$ cat src/rtl/trade_pkg.sv
// Shared types for the trade limiter: halt causes and run/halt states.
// Imported by the limiter top level and its window timer.
package trade_pkg;

    localparam int CAUSE_W = 2;

    typedef enum logic [CAUSE_W-1:0] {
        CAUSE_NONE     = 2'd0,
        CAUSE_CH_LIMIT = 2'd1,
        CAUSE_TOTAL    = 2'd2
    } halt_cause_t;

    typedef enum logic {
        ST_RUN  = 1'b0,
        ST_HALT = 1'b1
    } state_t;

endpackage

$ cat src/rtl/window_timer.sv
// Free-running wrap counter defining the rolling count window.
// tick_o marks the last cycle of every window.
module window_timer #(
    parameter int WIN_CYCLES = 1000
) (
    input  logic clk,
    input  logic reset,
    output logic tick_o
);

    localparam int TW = (WIN_CYCLES > 2) ? $clog2(WIN_CYCLES) : 1;
    localparam logic [TW-1:0] LAST = TW'(WIN_CYCLES - 1);

    logic [TW-1:0] cnt_q;
    logic [TW-1:0] cnt_d;

    // Next phase: wrap to zero after the last cycle of the window
    always_comb begin
        cnt_d = (cnt_q == LAST) ? '0 : cnt_q + 1'b1;
    end

    // Phase register, restarted by reset
    always_ff @(posedge clk) begin
        if (reset) cnt_q <= '0;
        else       cnt_q <= cnt_d;
    end

    assign tick_o = (cnt_q == LAST);

endmodule

$ cat src/rtl/trade_limiter.sv
// Per-channel rolling-window trade limiter with saturating lifetime total.
// Raises a sticky halt on a channel limit hit or on reaching MAX_TRADES.
module trade_limiter
    import trade_pkg::*;
#(
    parameter  int N_CH       = 4,
    parameter  int CNT_W      = 8,
    parameter  int MAX_TRADES = 100,
    parameter  int WIN_CYCLES = 1000,
    parameter  int DEF_LIMIT  = 0,
    localparam int CH_W       = (N_CH > 1) ? $clog2(N_CH) : 1
) (
    input  logic             clk,
    input  logic             reset,
    input  logic             match_valid,
    input  logic [CH_W-1:0]  match_ch,
    input  logic             enable_count,
    input  logic             cfg_we,
    input  logic [CH_W-1:0]  cfg_ch,
    input  logic [CNT_W-1:0] cfg_limit,
    input  logic             halt_clear,
    input  logic [CH_W-1:0]  rd_ch,
    output logic [CNT_W-1:0] rd_count,
    output logic [CNT_W-1:0] trade_count,
    output logic             window_tick,
    output logic             halt_flag,
    output logic [1:0]       halt_cause,
    output logic [CH_W-1:0]  halt_ch
);

    localparam logic [CNT_W-1:0] SAT   = '1;
    localparam logic [CNT_W-1:0] MAX_L = CNT_W'(MAX_TRADES);
    localparam logic [CNT_W-1:0] DEF_L = CNT_W'(DEF_LIMIT);
    localparam logic [CH_W:0]    NCH_L = (CH_W + 1)'(N_CH);

    logic [CNT_W-1:0] win_q [N_CH];
    logic [CNT_W-1:0] win_d [N_CH];
    logic [CNT_W-1:0] lim_q [N_CH];
    logic [CNT_W-1:0] tc_q, tc_d;
    logic [CNT_W-1:0] rd_q;

    state_t           state_q, state_d;
    halt_cause_t      cause_q, cause_d;
    logic [CH_W-1:0]  hch_q, hch_d;

    logic             tick;
    logic             ch_ok, rd_ok;
    logic             counted, clr_ok;
    logic             trip_ch, trip_tot;
    logic [CNT_W-1:0] cur_win, new_win, new_tc, lim_sel;

    window_timer #(
        .WIN_CYCLES(WIN_CYCLES)
    ) u_timer (
        .clk   (clk),
        .reset (reset),
        .tick_o(tick)
    );

    assign ch_ok   = ({1'b0, match_ch} < NCH_L);
    assign rd_ok   = ({1'b0, rd_ch} < NCH_L);
    assign counted = match_valid && enable_count
                  && (state_q == ST_RUN) && ch_ok;
    assign clr_ok  = (state_q == ST_HALT) && halt_clear
                  && (cause_q == CAUSE_CH_LIMIT);

    // Post-increment values; a tick-cycle trade starts the new window
    always_comb begin
        cur_win  = '0;
        lim_sel  = '0;
        if (ch_ok && !tick) cur_win = win_q[match_ch];
        if (ch_ok)          lim_sel = lim_q[match_ch];
        new_win  = (cur_win == SAT) ? SAT : cur_win + 1'b1;
        new_tc   = (tc_q == SAT) ? SAT : tc_q + 1'b1;
        trip_ch  = counted && (lim_sel != '0) && (new_win >= lim_sel);
        trip_tot = counted && !trip_ch && (new_tc >= MAX_L);
    end

    // Run/halt next state and latched halt reason
    always_comb begin
        state_d = state_q;
        cause_d = cause_q;
        hch_d   = hch_q;
        unique case (state_q)
            ST_RUN: begin
                if (trip_ch) begin
                    state_d = ST_HALT;
                    cause_d = CAUSE_CH_LIMIT;
                    hch_d   = match_ch;
                end else if (trip_tot) begin
                    state_d = ST_HALT;
                    cause_d = CAUSE_TOTAL;
                end
            end
            ST_HALT: begin
                if (clr_ok) begin
                    state_d = ST_RUN;
                    cause_d = CAUSE_NONE;
                end
            end
            default: ;
        endcase
    end

    // Window counts: clear on roll or on halt release, then add the trade
    always_comb begin
        for (int i = 0; i < N_CH; i++) begin
            win_d[i] = (tick || clr_ok) ? '0 : win_q[i];
            if (counted && (match_ch == CH_W'(i))) win_d[i] = new_win;
        end
        tc_d = counted ? new_tc : tc_q;
    end

    // State, counters, limits and readback registers
    always_ff @(posedge clk) begin
        if (reset) begin
            state_q <= ST_RUN;
            cause_q <= CAUSE_NONE;
            hch_q   <= '0;
            tc_q    <= '0;
            rd_q    <= '0;
            for (int i = 0; i < N_CH; i++) begin
                win_q[i] <= '0;
                lim_q[i] <= DEF_L;
            end
        end else begin
            state_q <= state_d;
            cause_q <= cause_d;
            hch_q   <= hch_d;
            tc_q    <= tc_d;
            rd_q    <= rd_ok ? win_q[rd_ch] : '0;
            for (int i = 0; i < N_CH; i++) begin
                win_q[i] <= win_d[i];
                if (cfg_we && (cfg_ch == CH_W'(i))) lim_q[i] <= cfg_limit;
            end
        end
    end

    assign rd_count    = rd_q;
    assign trade_count = tc_q;
    assign window_tick = tick;
    assign halt_flag   = (state_q == ST_HALT);
    assign halt_cause  = cause_q;
    assign halt_ch     = hch_q;

endmodule

$ cat config.mk
export PLATFORM = sky130hd
export DESIGN_NAME = trade_limiter
export DESIGN_NICKNAME = d
export VERILOG_FILES = /design/src/rtl/trade_pkg.sv /design/src/rtl/window_timer.sv /design/src/rtl/trade_limiter.sv
export SDC_FILE = /design/constraint.sdc
export NUM_CORES = 1
export LEC_CHECK = 0
export CORE_MARGIN = 2
export CORE_UTILIZATION = 57
export DETAILED_ROUTE_END_ITERATION = 8
export GPL_TIMING_DRIVEN = 0
export PLACE_DENSITY = 0.87
export SETUP_SLACK_MARGIN = 0.1
export SLEW_MARGIN = 15
export SYNTH_ARGS = -nofsm -noshare
export SYNTH_HDL_FRONTEND = slang
export SYNTH_SLANG_ARGS = --single-unit
$ cat constraint.sdc
create_clock -name clk -period 11.5 [get_ports clk]
set_input_delay 2.875 -clock clk [delete_from_list [all_inputs] [get_ports clk]]
set_output_delay 2.875 -clock clk [all_outputs]
set_load 0.02 [all_outputs]
-- Word level (Yosys, flattened, before mapping)
Memory sizes are Yosys's and may differ from the RTL's. A register that Yosys moved wholly into a read port is not among the register bits.
Index checks and enable logic that the tools add are counted.
- bitwise gates (word level): 9
- $add $sub $neg: 3
- reduce and logical (&&, ||, !) cells: 28
- multiplexer cells: 42
- eq/ne operators: 16
- order comparisons: 2
- operators with widths (kind ; number):
    two-way mux 8 bit ; 19
    two-way mux 1 bit ; 18
    adder 8 x 1 -> 8 bit (second input constant) ; 2
    == test 8 bit (second input constant) ; 2
    logical AND 1 bit ; 16
    AND reduction 2 bit ; 6
    adder 10 x 1 -> 10 bit (second input constant) ; 1
    == test 10 bit (second input constant) ; 1
    == test 2 bit (second input constant) ; 4
    >= comparator 8 x 7 -> 1 bit (second input constant) ; 1
    >= comparator 8 bit ; 1
    != test 2 bit (second input constant) ; 4
    OR 1 bit ; 8
    nonzero test 8 bit ; 1
    == test 2 x 1 -> 1 bit (second input constant) ; 3
    two-way mux 2 bit ; 3
    zero test 2 bit ; 2
    case mux 2 bit (2 select lines) ; 1
    != test 3 bit (second input constant) ; 1
    != test 2 x 1 -> 1 bit (second input constant) ; 1
    case mux 1 bit (2 select lines) ; 1
    OR reduction 2 bit ; 1
    zero test 1 bit ; 1
    logical OR 1 bit ; 1
    NOT 1 bit ; 1
- output and inout port bits: 22
- word-level logic and storage cells: 107
- memory bits (writable): 64
- flip-flop bits (word level): 23
- input bits: 20
- memories: 2
- memory list (memory ; depth ; bits a word ; read ports ; clocked after Yosys merged registers in ; write ports ; line ; text):
    lim_q ; 4 ; 8 ; 1 ; 0 ; 4 ; trade_limiter.sv:38 ; logic [CNT_W-1:0] lim_q [N_CH];
    win_q ; 4 ; 8 ; 2 ; 1 ; 4 ; trade_limiter.sv:36 ; logic [CNT_W-1:0] win_q [N_CH];

-- Longest topological paths before layout
- word-level depth: 12
- mapped depth: 16
- depth with buffers taken out: 15

-- Cells and area by module
A second synthesis with hierarchy kept.
- cell total of the unflattened synthesis: 413
- area, all modules: 4830.9 um2
- by module, submodules not included (module ; area each (um2) ; sequential area each (um2) ; cells an instance ; instances):
    trade_limiter ; 4340.4 ; 2342.2 ; 357 ; 1
    window_timer ; 490.5 ; 200.2 ; 56 ; 1

-- Least setup slack after synthesis
OpenSTA, ideal clock, no wires.
- path kind: input to register
- from: input port match_ch[0]
- to: register hch_q[0], in the netlist halt_ch[0]
- data arrival time: 5.708 ns
- setup time: 0.118 ns
- data required time: 11.382 ns
- stages: 15
- path slack: 5.674 ns
- buffers on the path: 2
- path through: buf_6 -> buf_12 -> mux4_2 -> and2_1 -> ha_1 -> and3_1 -> and4_4 -> nor3_2 -> inv_1 -> ha_1 -> nand4_1 -> nor2_1 -> a211o_1 -> o21a_2 -> mux2i_1
- cells in the longest elaborated chain, start to end: 7
- elaborated cells between the ends (all ways): 11
- classes of those cells: 1 x add/sub; 1 x order compare; 1 x eq/ne; 2 x mux; 4 x reduce/logical; 2 x memory
- RTL lines (what ; line ; text):
    from (decl) ; trade_limiter.sv:16 ; input logic [CH_W-1:0] match_ch,
    memory read (4 x 8 bit) * ; -- ;
    two-way mux 8 bit * ; trade_limiter.sv:71 ; if (ch_ok && !tick) cur_win = win_q[match_ch];
    adder 8 x 1 -> 8 bit / == test 8 bit (equally long branches) ; trade_limiter.sv:73 ; new_win = (cur_win == SAT) ? SAT : cur_win + 1'b1;
    two-way mux 8 bit * ; trade_limiter.sv:73 ;
    via new_win[7] ; trade_limiter.sv:50 ; logic [CNT_W-1:0] cur_win, new_win, new_tc, lim_sel;
    >= comparator 8 bit * ; trade_limiter.sv:75 ; trip_ch = counted && (lim_sel != '0) && (new_win >= lim_sel);
    logical AND 1 bit * ; trade_limiter.sv:75 ;
    AND reduction 2 bit (no line) * ; -- ;
    to (signal assigned) ; trade_limiter.sv:129 ; hch_q <= hch_d;
    to (decl) ; trade_limiter.sv:44 ; logic [CH_W-1:0] hch_q, hch_d;
Mark *: on every way through the listed nets, which the timed path passes. The rest lies on a longest branch.
A chain may end at the register's enable or synchronous reset.

-- Final worst setup path
- from: input port match_ch[1]
- to: register cause_q[1], in the netlist halt_cause[1]
- cells in the longest elaborated chain, start to end: 11
- elaborated cells between the ends (all ways): 17
- classes of those cells: 1 x add/sub; 1 x order compare; 2 x eq/ne; 4 x mux; 7 x reduce/logical; 2 x memory
- RTL lines (what ; line ; text):
    memory read (4 x 8 bit) * ; -- ;
    two-way mux 8 bit * ; trade_limiter.sv:71 ;
    adder 8 x 1 -> 8 bit / == test 8 bit (equally long branches) ; trade_limiter.sv:73 ;
    two-way mux 8 bit * ; trade_limiter.sv:73 ;
    via new_win[7] ; trade_limiter.sv:50 ;
    >= comparator 8 bit * ; trade_limiter.sv:75 ;
    logical AND 1 bit * ; trade_limiter.sv:75 ;
    zero test 1 bit ; trade_limiter.sv:76 ; trip_tot = counted && !trip_ch && (new_tc >= MAX_L);
    logical AND 1 bit (2 in a row) ; trade_limiter.sv:76 ;
    != test 3 bit (no line) ; -- ;
    AND reduction 2 bit (no line) ; -- ;
    to (signal assigned) ; trade_limiter.sv:128 ; cause_q <= cause_d;
    to (decl) ; trade_limiter.sv:43 ; halt_cause_t cause_q, cause_d;
Marks and branches as above.

==> results list <==
- CTS tree: yes
- Top_reg_cell synth: sky130_fd_sc_hd__edfxtp_1
- Post-synthesis sequential element count: between 90 and 100
- Number of antenna violations at the first check in global routing: 0
* Final TNS setup: 0 ns
- Combined global-route utilization of all metal layers: approximately a quarter
- Clock-pin slew was measured on the worst setup and hold paths at approximately 0.090 ns.
- Pin count of the biggest net entering global routing: 18
- Worst hold start: halt_ch[1]
- Number of nets in the finished design: roughly 490
- Overall die area: roughly 9300 sq um
- CTS H-tree lvls: 3
* Number of hold-repair buffers added at the cts stage: 0
- Most frequent cell on the critical path: sky130_fd_sc_hd__ha_1
* Number of enable-type register cells in the synthesized netlist: 64
- Required time reported for the critical path endpoint: 11.80 ns
- Measured along the y axis, the die boundary spans around 96 microns.
- For this block, the routed nets add up to about 10,000 microns of wire.
* Type of element capturing the critical path: flip-flop
* Flop-to-flop setup slack: approximately 7.6 ns
* Cell count of the worst hold path: 2
- Worst-path cell chain: clkdlybuf4s50_1 -> buf_2 -> mux4_2 -> and2_1 -> ha_1 -> and3_1 -> and4_4 -> nor3_2 -> inv_1 -> ha_1 -> nand4_1 -> nor2_1 -> a211o_1 -> o21ai_1 -> o211a_1
- Multi-input gate area in the final layout: approximately 2100 sq um
- Between clock sinks in the finished design, the worst skew comes to 0.0115 ns.
- Summed over all cells, the static leakage comes to 2.13 nW.
* Area growth from synthesis to layout: 15.1%
- Measured in cells, the most critical reg-to-reg path has a length of 16.
- After synthesis, the largest area contributor takes up 39.5% of total cell area.
- Clock latency on the worst-skew pair, taken at its later pin, is 0.36 ns.
- The endpoint identified for the worst register-to-register timing path is halt_cause[1].
- Count of input and output buffers: 37
- Final cycle utilization of the critical path: a little under three fifths
* Outcome: finished clean
* Crit path max-delay family: simple AND/OR/NAND/NOR gates
* Wire length of the first global-routing pass: about 16,000 microns
- Avg WL per Cell: 17.6 microns
- After floorplanning, the core was divided into 33 placement rows.
- Area of all sequential standard cells: 2540 sq um
- The clock net in this run drives a total of 95 sinks.
* Overflow left after global routing: 0
- Vias: 3,477
- Once routing completed, OpenROAD measured the worst setup slack at 5.15 ns.
* Layout cell share with drive strength beyond 1: under 10%
* Hold_ws: 0.473 ns
- The synthesized netlist contains 57 unique library cells.
- The number of buffers and inverters on the critical path is 3.
- For hold timing, the worst endpoint is halt_ch[1].
- Power spread over the standard cell area amounts to between 100 and 150 nW/um^2.
- The initial utilization of the core area, before any placement, comes to between 50% and 60%.
* RSZ-0062 raised after global routing: no
* Number of detailed-route iterations in the first pass: 5
- The cell sitting at the root of the clock tree is a sky130_fd_sc_hd__clkbuf_8.
- Gpl congestion: 0.886
- In this run the standard cell core region covers 8260 sq um.
* Yosys warnings: 0
* Classification of the worst setup path: in -> reg
* Count of final hold-check violations: 0
* Post-Place Setup Slack: 4.81 ns
- When the netlist entered floorplanning its net count stood at 444.
- Of all flip-flops after synthesis, the portion carrying an async set or reset was 0%.
- The worst register-to-register path begins at u_timer.cnt_q[0].
- Once detail routing completed, the nets flagged for antenna violations numbered 0.
* Number of max-slew violations in the final report: 0
* Top area cells in the synthesized netlist: sky130_fd_sc_hd__edfxtp_1, sky130_fd_sc_hd__dfxtp_1, sky130_fd_sc_hd__mux4_2
- Peak supply drop: roughly 0.081 mV
- The worst pin sits at a relative slew slack of between 40% and 50%.
- The slowest stage of the critical path is the sky130_fd_sc_hd__clkdlybuf4s50_1 cell.
* Crit path arrival time: 6.65 ns
- Average size of a mapped cell: 11.8 sq um
- Setup violations remaining at the end of the flow were counted as 0.
- At the pin with the least slew margin, the transition time is slightly above 0.8 ns.
- Of all nets on the critical path, the largest fanout is 10.
- Synthesis produced between 400 and 500 cells.
- Diode insertion count for antenna repair: 0
* Post-place instance area: 5370 sq um
* Shortest clock period the worst path allows after layout: between 6 and 7 ns
* Max Fclk: approximately 160 MHz
* Number of fill cells: 613
* Max capacitance violation total: 0
- Post-DP HPWL: 7630 microns
- 42 I/O pins were placed.
- Biggest area consumer among synthesized cells: sky130_fd_sc_hd__edfxtp_1
- After routing the design area is about 5600 sq um.
- Class of the worst hold path: reg -> reg
- Summing every instance area after synthesis gives 4870 sq um.
- Sequential cell area fraction in the yosys report: 52.2%
* DRC violation count after routing: 0
* # resized after CTS: 0
* Vias in the first global route: ~3,400
* DR iter-0 viols: 343
* Kind of start point of the critical path: input port
- In this run the deepest clock path goes through 2 buffers.
- Worst stage delay on the critical path: 0.56 ns
* Post-CTS setup buffer count: 0
* Number of buffers added by the clock tree synthesis step: 9
- In this run the horizontal extent of the chip is just under 100 microns.
- Routed via count divided by cell count: 6.09
-- where the power goes --
group / leakage (nW) / internal, W / switching (W) / total [W]
sequential: 0.900 / 0.000383 / 0.00000896 / 0.000392
combinational: 1.11 / 0.0000437 / 0.0000540 / 0.0000977
clock: 0.116 / 0.000120 / 0.000119 / 0.000239
total: 2.13 / 0.000547 / 0.000182 / 0.000729
-- worst max path at each step --
stage,start,end,cells past startpoint,slack [ns]
after floorplan,match_ch[0],halt_ch[0],15,5.67
after global placement,match_ch[1],halt_ch[0],15,4.88
after detailed placement,match_ch[1],halt_cause[0],15,4.81
after CTS,match_ch[1],halt_cause[1],15,5.20
after global routing,match_ch[1],halt_flag,15,4.86
final,match_ch[1],halt_cause[1],15,5.15
-- registers in the layout, summed over array words and instances, names as in the netlist --
name           flops
lim_q             32
rd_count           8
win_q             32
halt_ch            2
halt_cause         2
trade_count        8
halt_flag          1
u_timer.cnt_q     10
-- final cells by class --
type,instances,share of cell area [%]
Tap cell,105,2.35
Timing Repair Buffer,37,6.61
Sequential cell,95,45.4
Inverter,22,1.47
Clock inverter,3,0.424
Multi-Input combinational cell,279,38.3
Clock buffer,13,3.62
Buffer,17,1.85
-- cell usage in the layout, fill, tap and decap left out, drive strengths merged, types with 2 or more instances in the layout --
cell	instances
mux4	24
a21o	2
clkdlybuf4s50	37
a41oi	2
nand2b	5
clkbuf	22
o31a	3
nor2b	2
nand4	8
nand3	10
buf	8
o21ai	10
mux2i	6
a311oi	3
xnor2	5
a221oi	2
xor2	3
and2	46
o211a	2
and3	10
nor2	54
a211oi	3
o31ai	5
a21oi	10
dfxtp	31
and4	3
nor4	5
inv	25
nand2	20
or3	4
a31oi	2
ha	11
nor3	7
edfxtp	64
-- logic make-up (layout without fill, tap and decap cells) --
kind of cell    after synthesis  count (layout)  synth area share, %
xor+xnor                      8               8                 1.44
flops                        95              95                 52.2
simple gates                180             180                 19.6
mux                          30              30                 13.0
buf+inv                      39              92                 3.83
compound gates               50              50                 7.07
fa+ha+maj                    11              11                 2.83
-- worst reg2reg max path, cell delays in order (launching register included) --
cell	delay (ns)
sky130_fd_sc_hd__dfxtp_1	0.38
sky130_fd_sc_hd__ha_1	0.24
sky130_fd_sc_hd__inv_1	0.12
sky130_fd_sc_hd__or3_1	0.38
sky130_fd_sc_hd__clkbuf_1	0.21
sky130_fd_sc_hd__and2_1	0.20
sky130_fd_sc_hd__ha_1	0.24
sky130_fd_sc_hd__and3_1	0.18
sky130_fd_sc_hd__and4_4	0.20
sky130_fd_sc_hd__nor3_2	0.43
sky130_fd_sc_hd__inv_1	0.10
sky130_fd_sc_hd__ha_1	0.30
sky130_fd_sc_hd__nand4_1	0.10
sky130_fd_sc_hd__nor2_1	0.05
sky130_fd_sc_hd__a211o_1	0.29
sky130_fd_sc_hd__o21ai_1	0.26
sky130_fd_sc_hd__o211a_1	0.19
-- synthesized netlist by cell type, drive strengths merged, types with 3 or more instances --
master	number
edfxtp	64
nor2	54
and2	46
dfxtp	31
mux4	24
inv	22
nand2	20
ha	11
a21oi	10
and3	10
nand3	10
o21ai	10
clkbuf	9
buf	8
nand4	8
nor3	7
mux2i	6
nand2b	5
nor4	5
o31ai	5
xnor2	5
or3	4
a211oi	3
a311oi	3
and4	3
o31a	3
xor2	3
-- through the flow --
step / total power, W / instances / utilization, %
after floorplan: 0.000462 / 413 / -
after global placement: 0.000490 / 555 / 65.0
after detailed placement: 0.000497 / 555 / 65.0
after CTS: 0.000732 / 571 / 67.8
after global routing: 0.000757 / 571 / 67.8
final: 0.000729 / 571 / 67.8
-- layer usage --
layer	routed length (microns)	vias up	track usage [%]
met4	152	0	9.62
met5	0	-	0
met2	5390	126	42.9
li1	-	1624	-
met3	567	16	3.72
met1	3960	1711	28.2
No activity file was read; power rests on OpenSTA's default activity.
